[src/rtl/vga_timing_generator_if.sv]
// Purpose: pixel-request and DAC-side signal bundle for the VGA timing generator.
// Ports: master = generator (drives request, coordinates, pulses, DAC outputs; samples colour),
//        slave = pixel source / DAC consumer (mirror directions).
interface vga_timing_generator_if #(
  parameter int COLOR_WIDTH = 8
);
  // Pixel request side
  logic                   pixel_request;
  logic [11:0]            pixel_x_pos;
  logic [11:0]            pixel_y_pos;
  logic [COLOR_WIDTH-1:0] pixel_red;
  logic [COLOR_WIDTH-1:0] pixel_green;
  logic [COLOR_WIDTH-1:0] pixel_blue;
  logic                   frame_start;
  logic                   vblank_start;
  // DAC / connector side
  logic [COLOR_WIDTH-1:0] vga_red;
  logic [COLOR_WIDTH-1:0] vga_green;
  logic [COLOR_WIDTH-1:0] vga_blue;
  logic                   vga_clock;
  logic                   vga_horizontal_sync;
  logic                   vga_vertical_sync;
  logic                   vga_blank;
  logic                   vga_sync;

  modport master (
    output pixel_request, pixel_x_pos, pixel_y_pos, frame_start, vblank_start,
    input  pixel_red, pixel_green, pixel_blue,
    output vga_red, vga_green, vga_blue, vga_clock,
    output vga_horizontal_sync, vga_vertical_sync, vga_blank, vga_sync
  );

  modport slave (
    input  pixel_request, pixel_x_pos, pixel_y_pos, frame_start, vblank_start,
    output pixel_red, pixel_green, pixel_blue,
    input  vga_red, vga_green, vga_blue, vga_clock,
    input  vga_horizontal_sync, vga_vertical_sync, vga_blank, vga_sync
  );
endinterface

[src/rtl/vga_timing_generator.sv]
// Purpose: VGA raster timing: x/y counters, pixel requests, frame/vblank pulses, and a
//          latency-matched registered DAC output stage (colour, syncs, blank, composite sync).
// Ports: clock (pixel clock), reset (async active-low), enable (run / hold at origin),
//        vga (vga_timing_generator_if.master: request/colour bus and DAC outputs).
module vga_timing_generator #(
  parameter int H_ACTIVE       = 640,
  parameter int H_FRONT_PORCH  = 16,
  parameter int H_SYNC_PULSE   = 96,
  parameter int H_BACK_PORCH   = 48,
  parameter int V_ACTIVE       = 480,
  parameter int V_FRONT_PORCH  = 10,
  parameter int V_SYNC_PULSE   = 2,
  parameter int V_BACK_PORCH   = 33,
  parameter int HSYNC_POLARITY = 0,
  parameter int VSYNC_POLARITY = 0,
  parameter int COLOR_WIDTH    = 8,
  parameter int PIXEL_LATENCY  = 1
) (
  input  logic                   clock,
  input  logic                   reset,
  input  logic                   enable,
  vga_timing_generator_if.master vga
);

  // Totals must fit the 12-bit counters (at most 4095).
  localparam int H_TOTAL = H_ACTIVE + H_FRONT_PORCH + H_SYNC_PULSE + H_BACK_PORCH;
  localparam int V_TOTAL = V_ACTIVE + V_FRONT_PORCH + V_SYNC_PULSE + V_BACK_PORCH;

  localparam logic [11:0] H_LAST   = 12'(H_TOTAL - 1);
  localparam logic [11:0] V_LAST   = 12'(V_TOTAL - 1);
  localparam logic [11:0] H_ACT    = 12'(H_ACTIVE);
  localparam logic [11:0] V_ACT    = 12'(V_ACTIVE);
  localparam logic [11:0] HS_BEGIN = 12'(H_ACTIVE + H_FRONT_PORCH);
  localparam logic [11:0] HS_END   = 12'(H_ACTIVE + H_FRONT_PORCH + H_SYNC_PULSE);
  localparam logic [11:0] VS_BEGIN = 12'(V_ACTIVE + V_FRONT_PORCH);
  localparam logic [11:0] VS_END   = 12'(V_ACTIVE + V_FRONT_PORCH + V_SYNC_PULSE);

  // Level driven while a sync pulse is active.
  localparam logic HS_ON = (HSYNC_POLARITY != 0);
  localparam logic VS_ON = (VSYNC_POLARITY != 0);

  logic [11:0] x_cnt;
  logic [11:0] y_cnt;

  // Raster counters; y advances only on the x wrap cycle.
  always_ff @(posedge clock or negedge reset) begin
    if (!reset) begin
      x_cnt <= '0;
      y_cnt <= '0;
    end else if (!enable) begin
      x_cnt <= '0;
      y_cnt <= '0;
    end else if (x_cnt == H_LAST) begin
      x_cnt <= '0;
      y_cnt <= (y_cnt == V_LAST) ? 12'd0 : y_cnt + 12'd1;
    end else begin
      x_cnt <= x_cnt + 12'd1;
    end
  end

  logic in_active;
  logic raw_hs;
  logic raw_vs;

  assign in_active = enable && (x_cnt < H_ACT) && (y_cnt < V_ACT);
  assign raw_hs    = enable && (x_cnt >= HS_BEGIN) && (x_cnt < HS_END);
  assign raw_vs    = enable && (y_cnt >= VS_BEGIN) && (y_cnt < VS_END);

  assign vga.pixel_request = in_active;
  assign vga.pixel_x_pos   = in_active ? x_cnt : 12'd0;
  assign vga.pixel_y_pos   = in_active ? y_cnt : 12'd0;
  assign vga.frame_start   = enable && (x_cnt == 12'd0) && (y_cnt == 12'd0);
  assign vga.vblank_start  = enable && (x_cnt == 12'd0) && (y_cnt == V_ACT);
  assign vga.vga_clock     = clock;

  // Flags {active, hsync, vsync} delayed by PIXEL_LATENCY cycles; the output
  // register below supplies the final stage, so the total delay is
  // PIXEL_LATENCY+1 and lines up with colour arriving PIXEL_LATENCY cycles
  // after its request. Disabled cycles shift zeros in via the gated raw flags.
  logic [2:0] raw_flags;
  logic [2:0] late_flags;

  assign raw_flags = {in_active, raw_hs, raw_vs};

  generate
    if (PIXEL_LATENCY == 0) begin : g_no_dly
      assign late_flags = raw_flags;
    end else begin : g_dly
      logic [2:0] dly_q [PIXEL_LATENCY];
      always_ff @(posedge clock or negedge reset) begin
        if (!reset) begin
          for (int k = 0; k < PIXEL_LATENCY; k++) dly_q[k] <= '0;
        end else begin
          dly_q[0] <= raw_flags;
          for (int k = 1; k < PIXEL_LATENCY; k++) dly_q[k] <= dly_q[k-1];
        end
      end
      assign late_flags = dly_q[PIXEL_LATENCY-1];
    end
  endgenerate

  logic                   late_act;
  logic                   late_hs;
  logic                   late_vs;
  logic [COLOR_WIDTH-1:0] red_q;
  logic [COLOR_WIDTH-1:0] green_q;
  logic [COLOR_WIDTH-1:0] blue_q;
  logic                   hsync_q;
  logic                   vsync_q;
  logic                   blank_q;
  logic                   sync_q;

  assign late_act = late_flags[2];
  assign late_hs  = late_flags[1];
  assign late_vs  = late_flags[0];

  // Registered DAC stage; reset leaves the connector blanked with syncs idle.
  always_ff @(posedge clock or negedge reset) begin
    if (!reset) begin
      red_q   <= '0;
      green_q <= '0;
      blue_q  <= '0;
      hsync_q <= ~HS_ON;
      vsync_q <= ~VS_ON;
      blank_q <= 1'b0;
      sync_q  <= 1'b1;
    end else begin
      red_q   <= late_act ? vga.pixel_red   : '0;
      green_q <= late_act ? vga.pixel_green : '0;
      blue_q  <= late_act ? vga.pixel_blue  : '0;
      hsync_q <= late_hs ? HS_ON : ~HS_ON;
      vsync_q <= late_vs ? VS_ON : ~VS_ON;
      blank_q <= late_act;
      sync_q  <= ~(late_hs | late_vs);
    end
  end

  assign vga.vga_red             = red_q;
  assign vga.vga_green           = green_q;
  assign vga.vga_blue            = blue_q;
  assign vga.vga_horizontal_sync = hsync_q;
  assign vga.vga_vertical_sync   = vsync_q;
  assign vga.vga_blank           = blank_q;
  assign vga.vga_sync            = sync_q;

endmodule

[src/flat_wrapper.sv]
// flat-port wrapper written by rule: the top's interface ports become plain ports
module vga_timing_generator_flat 
#(
  parameter int H_ACTIVE       = 640,
  parameter int H_FRONT_PORCH  = 16,
  parameter int H_SYNC_PULSE   = 96,
  parameter int H_BACK_PORCH   = 48,
  parameter int V_ACTIVE       = 480,
  parameter int V_FRONT_PORCH  = 10,
  parameter int V_SYNC_PULSE   = 2,
  parameter int V_BACK_PORCH   = 33,
  parameter int HSYNC_POLARITY = 0,
  parameter int VSYNC_POLARITY = 0,
  parameter int COLOR_WIDTH    = 8,
  parameter int PIXEL_LATENCY  = 1
)
  (clock, reset, enable, vga_pixel_request, vga_pixel_x_pos, vga_pixel_y_pos, vga_frame_start, vga_vblank_start, vga_pixel_red, vga_pixel_green, vga_pixel_blue, vga_vga_red, vga_vga_green, vga_vga_blue, vga_vga_clock, vga_vga_horizontal_sync, vga_vga_vertical_sync, vga_vga_blank, vga_vga_sync);
  vga_timing_generator_if #(.COLOR_WIDTH(COLOR_WIDTH)) vga_i ();
  input  logic clock;
  input  logic reset;
  input  logic enable;
  output wire logic [$bits(vga_i.pixel_request)-1:0] vga_pixel_request;
  output wire logic [$bits(vga_i.pixel_x_pos)-1:0] vga_pixel_x_pos;
  output wire logic [$bits(vga_i.pixel_y_pos)-1:0] vga_pixel_y_pos;
  output wire logic [$bits(vga_i.frame_start)-1:0] vga_frame_start;
  output wire logic [$bits(vga_i.vblank_start)-1:0] vga_vblank_start;
  input wire logic [$bits(vga_i.pixel_red)-1:0] vga_pixel_red;
  input wire logic [$bits(vga_i.pixel_green)-1:0] vga_pixel_green;
  input wire logic [$bits(vga_i.pixel_blue)-1:0] vga_pixel_blue;
  output wire logic [$bits(vga_i.vga_red)-1:0] vga_vga_red;
  output wire logic [$bits(vga_i.vga_green)-1:0] vga_vga_green;
  output wire logic [$bits(vga_i.vga_blue)-1:0] vga_vga_blue;
  output wire logic [$bits(vga_i.vga_clock)-1:0] vga_vga_clock;
  output wire logic [$bits(vga_i.vga_horizontal_sync)-1:0] vga_vga_horizontal_sync;
  output wire logic [$bits(vga_i.vga_vertical_sync)-1:0] vga_vga_vertical_sync;
  output wire logic [$bits(vga_i.vga_blank)-1:0] vga_vga_blank;
  output wire logic [$bits(vga_i.vga_sync)-1:0] vga_vga_sync;
  assign vga_pixel_request = vga_i.pixel_request;
  assign vga_pixel_x_pos = vga_i.pixel_x_pos;
  assign vga_pixel_y_pos = vga_i.pixel_y_pos;
  assign vga_frame_start = vga_i.frame_start;
  assign vga_vblank_start = vga_i.vblank_start;
  assign vga_i.pixel_red = vga_pixel_red;
  assign vga_i.pixel_green = vga_pixel_green;
  assign vga_i.pixel_blue = vga_pixel_blue;
  assign vga_vga_red = vga_i.vga_red;
  assign vga_vga_green = vga_i.vga_green;
  assign vga_vga_blue = vga_i.vga_blue;
  assign vga_vga_clock = vga_i.vga_clock;
  assign vga_vga_horizontal_sync = vga_i.vga_horizontal_sync;
  assign vga_vga_vertical_sync = vga_i.vga_vertical_sync;
  assign vga_vga_blank = vga_i.vga_blank;
  assign vga_vga_sync = vga_i.vga_sync;
  vga_timing_generator #(.H_ACTIVE(H_ACTIVE), .H_FRONT_PORCH(H_FRONT_PORCH), .H_SYNC_PULSE(H_SYNC_PULSE), .H_BACK_PORCH(H_BACK_PORCH), .V_ACTIVE(V_ACTIVE), .V_FRONT_PORCH(V_FRONT_PORCH), .V_SYNC_PULSE(V_SYNC_PULSE), .V_BACK_PORCH(V_BACK_PORCH), .HSYNC_POLARITY(HSYNC_POLARITY), .VSYNC_POLARITY(VSYNC_POLARITY), .COLOR_WIDTH(COLOR_WIDTH), .PIXEL_LATENCY(PIXEL_LATENCY)) u_core (.clock(clock), .reset(reset), .enable(enable), .vga(vga_i));
endmodule
[config.mk]
export PLATFORM = sky130hd
export DESIGN_NAME = vga_timing_generator_flat
export DESIGN_NICKNAME = d
export VERILOG_FILES = /design/src/rtl/vga_timing_generator_if.sv /design/src/rtl/vga_timing_generator.sv /design/src/flat_wrapper.sv
export SDC_FILE = /design/constraint.sdc
export NUM_CORES = 1
export LEC_CHECK = 0
export BUFFER_PORTS_ARGS = -buffer_cell sky130_fd_sc_hd__buf_2
export CAP_MARGIN = 20
export CORE_UTILIZATION = 30
export DETAILED_ROUTE_END_ITERATION = 10
export PLACE_DENSITY = 0.63
export SETUP_SLACK_MARGIN = 0.1
export SYNTH_ARGS = -nofsm -noshare
export SYNTH_HDL_FRONTEND = slang
export SYNTH_SLANG_ARGS = --single-unit
[constraint.sdc]
create_clock -name clock -period 1.8 [get_ports clock]
set_input_delay 0.09 -clock clock [delete_from_list [all_inputs] [get_ports clock]]
set_output_delay 0.09 -clock clock [all_outputs]
set_load 0.005 [all_outputs]
======== Word-level counts from Yosys, hierarchy flattened ========
Cells that the tools add are included.
word-level totals
  latch bits .............................. 0
  output and inout port bits .............. 56
  memory bits (read-only) ................. 0
  flip-flop bits (word level) ............. 55
  memories kept ........................... 0
  bits in writable memories ............... 0
  input bits .............................. 27
cells by class
  div/mod/pow operators ................... 0
  add/sub/neg operators ................... 2
  shift-type cells ........................ 0
  muxes and demuxes ....................... 12
  eq/ne operators ......................... 4
  reductions and logical operators ........ 11
  $mul .................................... 0
  magnitude comparators ................... 6
  bitwise operators ....................... 2
operators with widths
  operator                                               number
  2-to-1 mux 12 bit                                      7
  adder 12 x 1 -> 12 bit, second input constant          2
  equality test 12 x 10 -> 1 bit, second input constant  2
  zero test 12 bit                                       2
  < comparator 12 x 10 -> 1 bit, second input constant   2
  < comparator 12 x 9 -> 1 bit, second input constant    2
  2-to-1 mux 8 bit                                       3
  equality test 12 x 9 -> 1 bit, second input constant   1
  >= comparator 12 x 10 -> 1 bit, second input constant  1
  >= comparator 12 x 9 -> 1 bit, second input constant   1
  logical AND 1 bit                                      9
  2-to-1 mux 1 bit                                       2
  inequality test 2 x 1 -> 1 bit, second input constant  1
  inverter 1 bit                                         1
  bitwise OR 1 bit                                       1

======== Depth between registers and ports, before layout ========
Gate-level depths: netlist of the first run.
  word-level depth ........................ 4
  mapped depth ............................ 7
  mapped depth without buffers ............ 6

==> results of run 1 <==
where the power goes:
group          internal [mW]  switching [mW]  leakage (nW)
clock network          0.712           0.435        0.0909
registers               1.27          0.0168         0.717
logic                  0.145           0.119          1.09
timing repair:
action | 4_1_cts | 5_1_grt
pin swaps | 19 | 8
endpoints found under the hold margin | 79 | 0
hold buffers | 25 | 0
cloned | 1 | 0
setup buffers | 8 | 5
endpoints found under the setup margin | 43 | 43
gates resized for setup | 47 | 26
worst register-to-register path: cells and delay by family, from the launching register on:
| kind | cells | cell delay, ps |
|---|---|---|
| flip-flops | 1 | 390 |
| AND/OR/NAND/NOR | 2 | 740 |
| AO/OA/AOI/OAI | 2 | 270 |
| buffers and inverters | 2 | 390 |
per-layer routing:
metal | GRT usage, % | vias up | routed length, um
li1 | - | 1143 | -
met5 | 0 | - | 0
met2 | 28.4 | 80 | 3760
met4 | 11.2 | 0 | 291
met3 | 3.22 | 24 | 331
met1 | 20.1 | 1172 | 2820
per-stage QoR:
step | TNS (ps) | std cells | power [mW] | hold WS (ps)
finish | -3620 | 496 | 2.70 | 103
global placement | -973 | 448 | 1.52 | 108
global route | -6960 | 496 | 2.82 | 106
floorplan | -852 | 254 | 1.42 | -206
CTS | -3170 | 492 | 2.73 | 85.6
detailed placement | -1470 | 448 | 1.52 | 110
cell families (layout without fill, tap and decap cells):
logic type,count (synthesis),in the layout,share of synthesized area [%]
and+or+nand+nor,127,127,28.7
DFF,55,55,53.8
buffers and inverters,28,165,5.32
AOI/OAI and AO/OA,27,27,7.27
xor gates and xnor gates,8,8,2.73
adders and majority gates,4,4,1.95
other,1,5,0.146
flip-flops by register name (all words and copies together) (netlist names):
signal	cells
u_core.g_dly.dly_q	3
u_core.y_cnt	12
u_core.vga.vga_blue	8
u_core.vga.vga_green	8
u_core.vga.vga_sync	1
u_core.vga.vga_horizontal_sync	1
u_core.x_cnt	12
u_core.vga.vga_blank	1
u_core.vga.vga_vertical_sync	1
u_core.vga.vga_red	8
final timing paths:
path | depth (start not counted) | to | slack (ps)
setup reg to reg | 6 | u_core.y_cnt[11] | -70
setup / recovery | 5 | vga_vblank_start | -670
hold reg to reg | 1 | u_core.vga.vga_vertical_sync | 390
max in group asynchronous | 3 | u_core.vga.vga_horizontal_sync | 1300
hold / removal | 3 | u_core.y_cnt[4] | 100
min in group asynchronous | 3 | u_core.y_cnt[4] | 200
area by class of cell:
| class | count | share of cell area, % |
|---|---|---|
| multi-input cells | 171 | 31.7 |
| clock inverters | 2 | 1.47 |
| inverters | 11 | 1.01 |
| flip-flops and latches | 55 | 33.8 |
| repair buffers | 142 | 25.9 |
| clock buffers | 10 | 2.90 |
| well taps | 105 | 3.21 |
cell usage after synthesis, types with 4 or more instances:
cell / count
dfrtp_1: 52
and2_1: 36
nor2_1: 19
nand2_1: 13
nand3_1: 13
a31oi_1: 11
inv_1: 11
nor4_1: 11
buf_4: 8
clkbuf_1: 8
nor3_1: 7
xnor2_1: 6
nand3b_1: 5
nand4_1: 5
or3_1: 5
ha_1: 4
o21ai_0: 4
==> impl_metrics.tcl, run 1 <==
set metrics [dict create \
    multi_input_comb_area_um2 1300 \
    synth_area_leaders "dfrtp_1, and2_1, dfstp_2" \
    crit_chain "or4_4 > or4_4 > or3_4 > nor2_1 > buf_2" \
    layout_setup_ws_ps -675 \
    grt_pass1_vias 2320 \
    violations "negative setup slack" \
    drive_above_1_share_pct 44.5 \
    place_ws_ps -181 \
    required_ps 1710 \
    synth_edf_count 0 \
    rows 33 \
    postSynthCellCount 250 \
    vias 2419 \
    cp-start-kind "flop" \
    period_minus_slack_ps 2470 \
    fillCellCount 759 \
    worst-setup-path-type "reg2out" \
    fin_crit_sh_pct 137 \
    synthDominantCellAreaShare_pct 50.8 \
    die-area_um2 8920 \
    fmax_mhz 404 \
    core_um2 8260 \
    nets 421 \
    run_status "finished, violations left" \
    grt_max_degree 56 \
    reg2reg_from "u_core.x_cnt[11]" \
    ys_seq_area_share_pct 53.8 \
    critPathMostFrequentCell "or4_4" \
    start_util_pct 31.0 \
    cp_max_fo 2 \
    die_x_um 94.4 \
    drt-initial-drc-count 111 \
    timing.slew.headroom_pct 64.7 \
    yosysWarnings 0 \
    tightest_slew_ps 530 \
    grt_util_all_layers_pct 17.1 \
    synth_top_area_cell "dfrtp_1" \
    drc 0 \
    max_stage_delay_ps 530 \
    synthDistinctLibCells 39 \
    ys_ff_latch 55 \
    vias_per_cell 4.88 \
    io_pins 83 \
    path_buf_inv 1 \
    clk_pin_slew_worst_paths_ps 100 \
    dpl_cell_area_um2 3260 \
    routed_wl_um 7210 \
    cp_top_family "simple AND/OR/NAND/NOR gates" \
    grt_pass1_wl_um 11400 \
    post_drt_wl_per_cell_um 14.5 \
    power.leakage_nw 1.89 \
    rsz0062_at_grt "true" \
    num_antenna_cells 0 \
    final_cell_mix "buf_2, dfrtp_1, buf_4" \
    synth_area_um2 2560 \
    crit_start "u_core.x_cnt[11]" \
    synth_ff_type "dfrtp_1" \
    min_from "enable" \
    drt.antenna.violating_nets 0 \
    p_per_area_nw_per_um2 658 \
    gp_congestion 0.880 \
    syn_to_final_growth_pct 59.9 \
    cp_slowest_cell "or4_4" \
    antenna_found_initial 0 \
    fin_util_pct 49.6 \
    dp_hpwl_um 4590 \
    setup_viol 29 \
    die_height_um 94.4 \
    critPathArrivalTime_ps 2380 \
    vdd_ir_drop_max_mv 0.293 \
    area.sequential_um2 1390 \
    stdcell_area_um2 4100 \
    hold_viol_final 0 \
    ys_async_sr_fraction_pct 100 \
    maxCapViolCount 0 \
    hold_path.class "in2reg" \
    syn_avg_cell_area_um2 10.3 \
    io_buffers 77 \
    cp-end-kind "output pin" \
    slew_violations 0 \
    fin_skew_ps 6.38 \
    grt-ovfl-total 0 \
    clock_latency_ps 410 \
    dr.pass1.iters 4 \
    cts_tree "done" \
    final_common_cell "buf_2" \
]
(Power assumes the default switching activity.)
==> run 2: changes to the inputs <==
--- a/config.mk
+++ b/config.mk
@@ -9,6 +9,7 @@
 export CAP_MARGIN = 20
 export CORE_UTILIZATION = 30
 export DETAILED_ROUTE_END_ITERATION = 10
+export GPL_TIMING_DRIVEN = 0
 export PLACE_DENSITY = 0.63
 export SETUP_SLACK_MARGIN = 0.1
 export SYNTH_ARGS = -nofsm -noshare
==> run 2 against run 1 <==
Effect of this change: the run still ends with negative setup slack left; cell count rose by 0.20%; worst hold slack got worse by 100 ps; critical path depth did not move; power fell by 7.9%; critical path type unchanged; critical endpoint unchanged.
==> impl_metrics.tcl, run 2 (same netlist as run 1, synthesis figures left out) <==
set metrics [dict create \
    run_status "finished, violations left" \
    violations "negative setup slack" \
    core_um2 8260 \
    fin_util_pct 48.2 \
    rows 33 \
    top_regs "u_core.x_cnt x12, u_core.y_cnt x12" \
    io_pins 83 \
    final_cell_mix "buf_2, dfrtp_1, and2_1" \
    period_minus_slack_ps 2500 \
    routed_wl_um 7220 \
    die_x_um 94.4 \
    multi_input_comb_area_um2 1250 \
    io_buffers 77 \
    p_per_area_nw_per_um2 624 \
    die_height_um 94.4 \
    vias 2401 \
    layout_setup_ws_ps -695 \
    holdWs_ps 3.39 \
    fin_skew_ps 4.73 \
    dr.pass1.iters 4 \
    gp_congestion 0.813 \
    fmax_mhz 401 \
    drt-initial-drc-count 156 \
    required_ps 1710 \
    cts_tree "done" \
    power.leakage_nw 1.86 \
    final_common_cell "buf_2" \
    p_sw_mw 0.604 \
    setup_viol 32 \
    switching_share_pct 24.3 \
    post_drt_wl_per_cell_um 14.5 \
    vias_per_cell 4.83 \
    grt_util_all_layers_pct 17.3 \
    worst-setup-path-type "reg2out" \
    vdd_ir_drop_max_mv 0.344 \
    cp-end-kind "output pin" \
    cp-start-kind "flop" \
    hold_path.class "in2reg" \
    grt_max_degree 31 \
    num_antenna_cells 0 \
    area.sequential_um2 1390 \
    clk_pin_slew_worst_paths_ps 100 \
    drive_above_1_share_pct 42.6 \
    dp.cells 437 \
    grt_pass1_vias 2343 \
    p_int_mw 1.88 \
    critPathArrivalTime_ps 2410 \
    fin_crit_sh_pct 139 \
    start_util_pct 31.0 \
    hold_viol_final 0 \
    rrSetupSlack_ps -110 \
    cp_max_fo 2 \
    clock_latency_ps 420 \
    grt_pass1_wl_um 11500 \
    grt-ovfl-total 0 \
    timing.slew.headroom_pct 54.9 \
    dp_hpwl_um 4540 \
    p_clk_share_pct 37.4 \
    nets 422 \
    syn_to_final_growth_pct 55.3 \
    slew_violations 0 \
    maxCapViolCount 0 \
    antenna_found_initial 0 \
    fillCellCount 757 \
    die-area_um2 8920 \
    seq_power_share_pct 51.7 \
    tightest_slew_ps 676 \
    rsz0062_at_grt "true" \
    p_comb_share_pct 10.9 \
    drc 0 \
    drt.antenna.violating_nets 0 \
    fin_cells 497 \
]
## run 2: changes by cell type in the layout (fill, tap and decap cells not counted), sizes merged
cell / before / now
clkbuf: 9 / 19
buf: 118 / 109
bufinv: 2 / 0
clkinvlp: 0 / 1
inv: 11 / 12
## run 2: power by group through the flow
stage,Clock (mW),Combinational [mW],Sequential (mW)
floorplan,0.0360,0.0741,1.31
global placement,0.0540,0.180,1.31
detailed placement,0.0540,0.190,1.31
CTS,0.947,0.251,1.28
global route,1.02,0.300,1.29
finish,0.929,0.270,1.29
## run 2: final cells by class
class,instances,area share (%)
sequential,55,34.8
multi-input combinational,171,31.5
timing repair buffer,126,22.5
buffer,17,3.39
tap,105,3.30
clock buffer,10,2.99
inverter,11,1.04
clock inverter,2,0.409
## run 2: routing by layer
metal,GRT usage (%),part of all wire [%]
met5,0,0
met4,9.10,1.8
met3,3.78,4.7
met2,29.6,53
met1,20.2,40
## run 2: worst paths after layout
path | startpoint | end | cells after the start
worst max-delay path | u_core.x_cnt[6] | vga_vblank_start | 5
worst min-delay path | enable | u_core.x_cnt[2] | 3
worst max register to register | u_core.x_cnt[6] | u_core.y_cnt[10] | 6
worst min register to register | u_core.g_dly.dly_q[0] | u_core.vga.vga_vertical_sync | 1
max in group asynchronous | reset | u_core.x_cnt[9] | 3
min in group asynchronous | reset | u_core.y_cnt[5] | 2
## run 2: worst max-delay path, cell delays in order (launching register included)
cell and delay [ps]:
dfrtp_1 410, or4_4 560, or4_1 420, or3_4 360
nor2_1 120, buf_2 120
## run 2: metrics by stage
step / setup slack [ps] / power, mW / instance area, um^2 / TNS, ps
2_1_floorplan: -106 / 1.42 / 2620 / -852
3_3_place_gp: -487 / 1.54 / 3130 / -10860
3_5_place_dp: -521 / 1.55 / 3150 / -11420
4_1_cts: -663 / 2.48 / 3800 / -6740
5_1_grt: -761 / 2.61 / 3980 / -8730
6_report: -695 / 2.48 / 3980 / -6140
## run 2: timing repair
action | in CTS | in global routing
cloned | 2 | 0
hold buffers | 25 | 0
endpoints found under the hold margin | 46 | 0
setup endpoints to repair | 44 | 44
setup buffers | 12 | 10
pin swaps | 9 | 4
gates resized for setup | 34 | 29
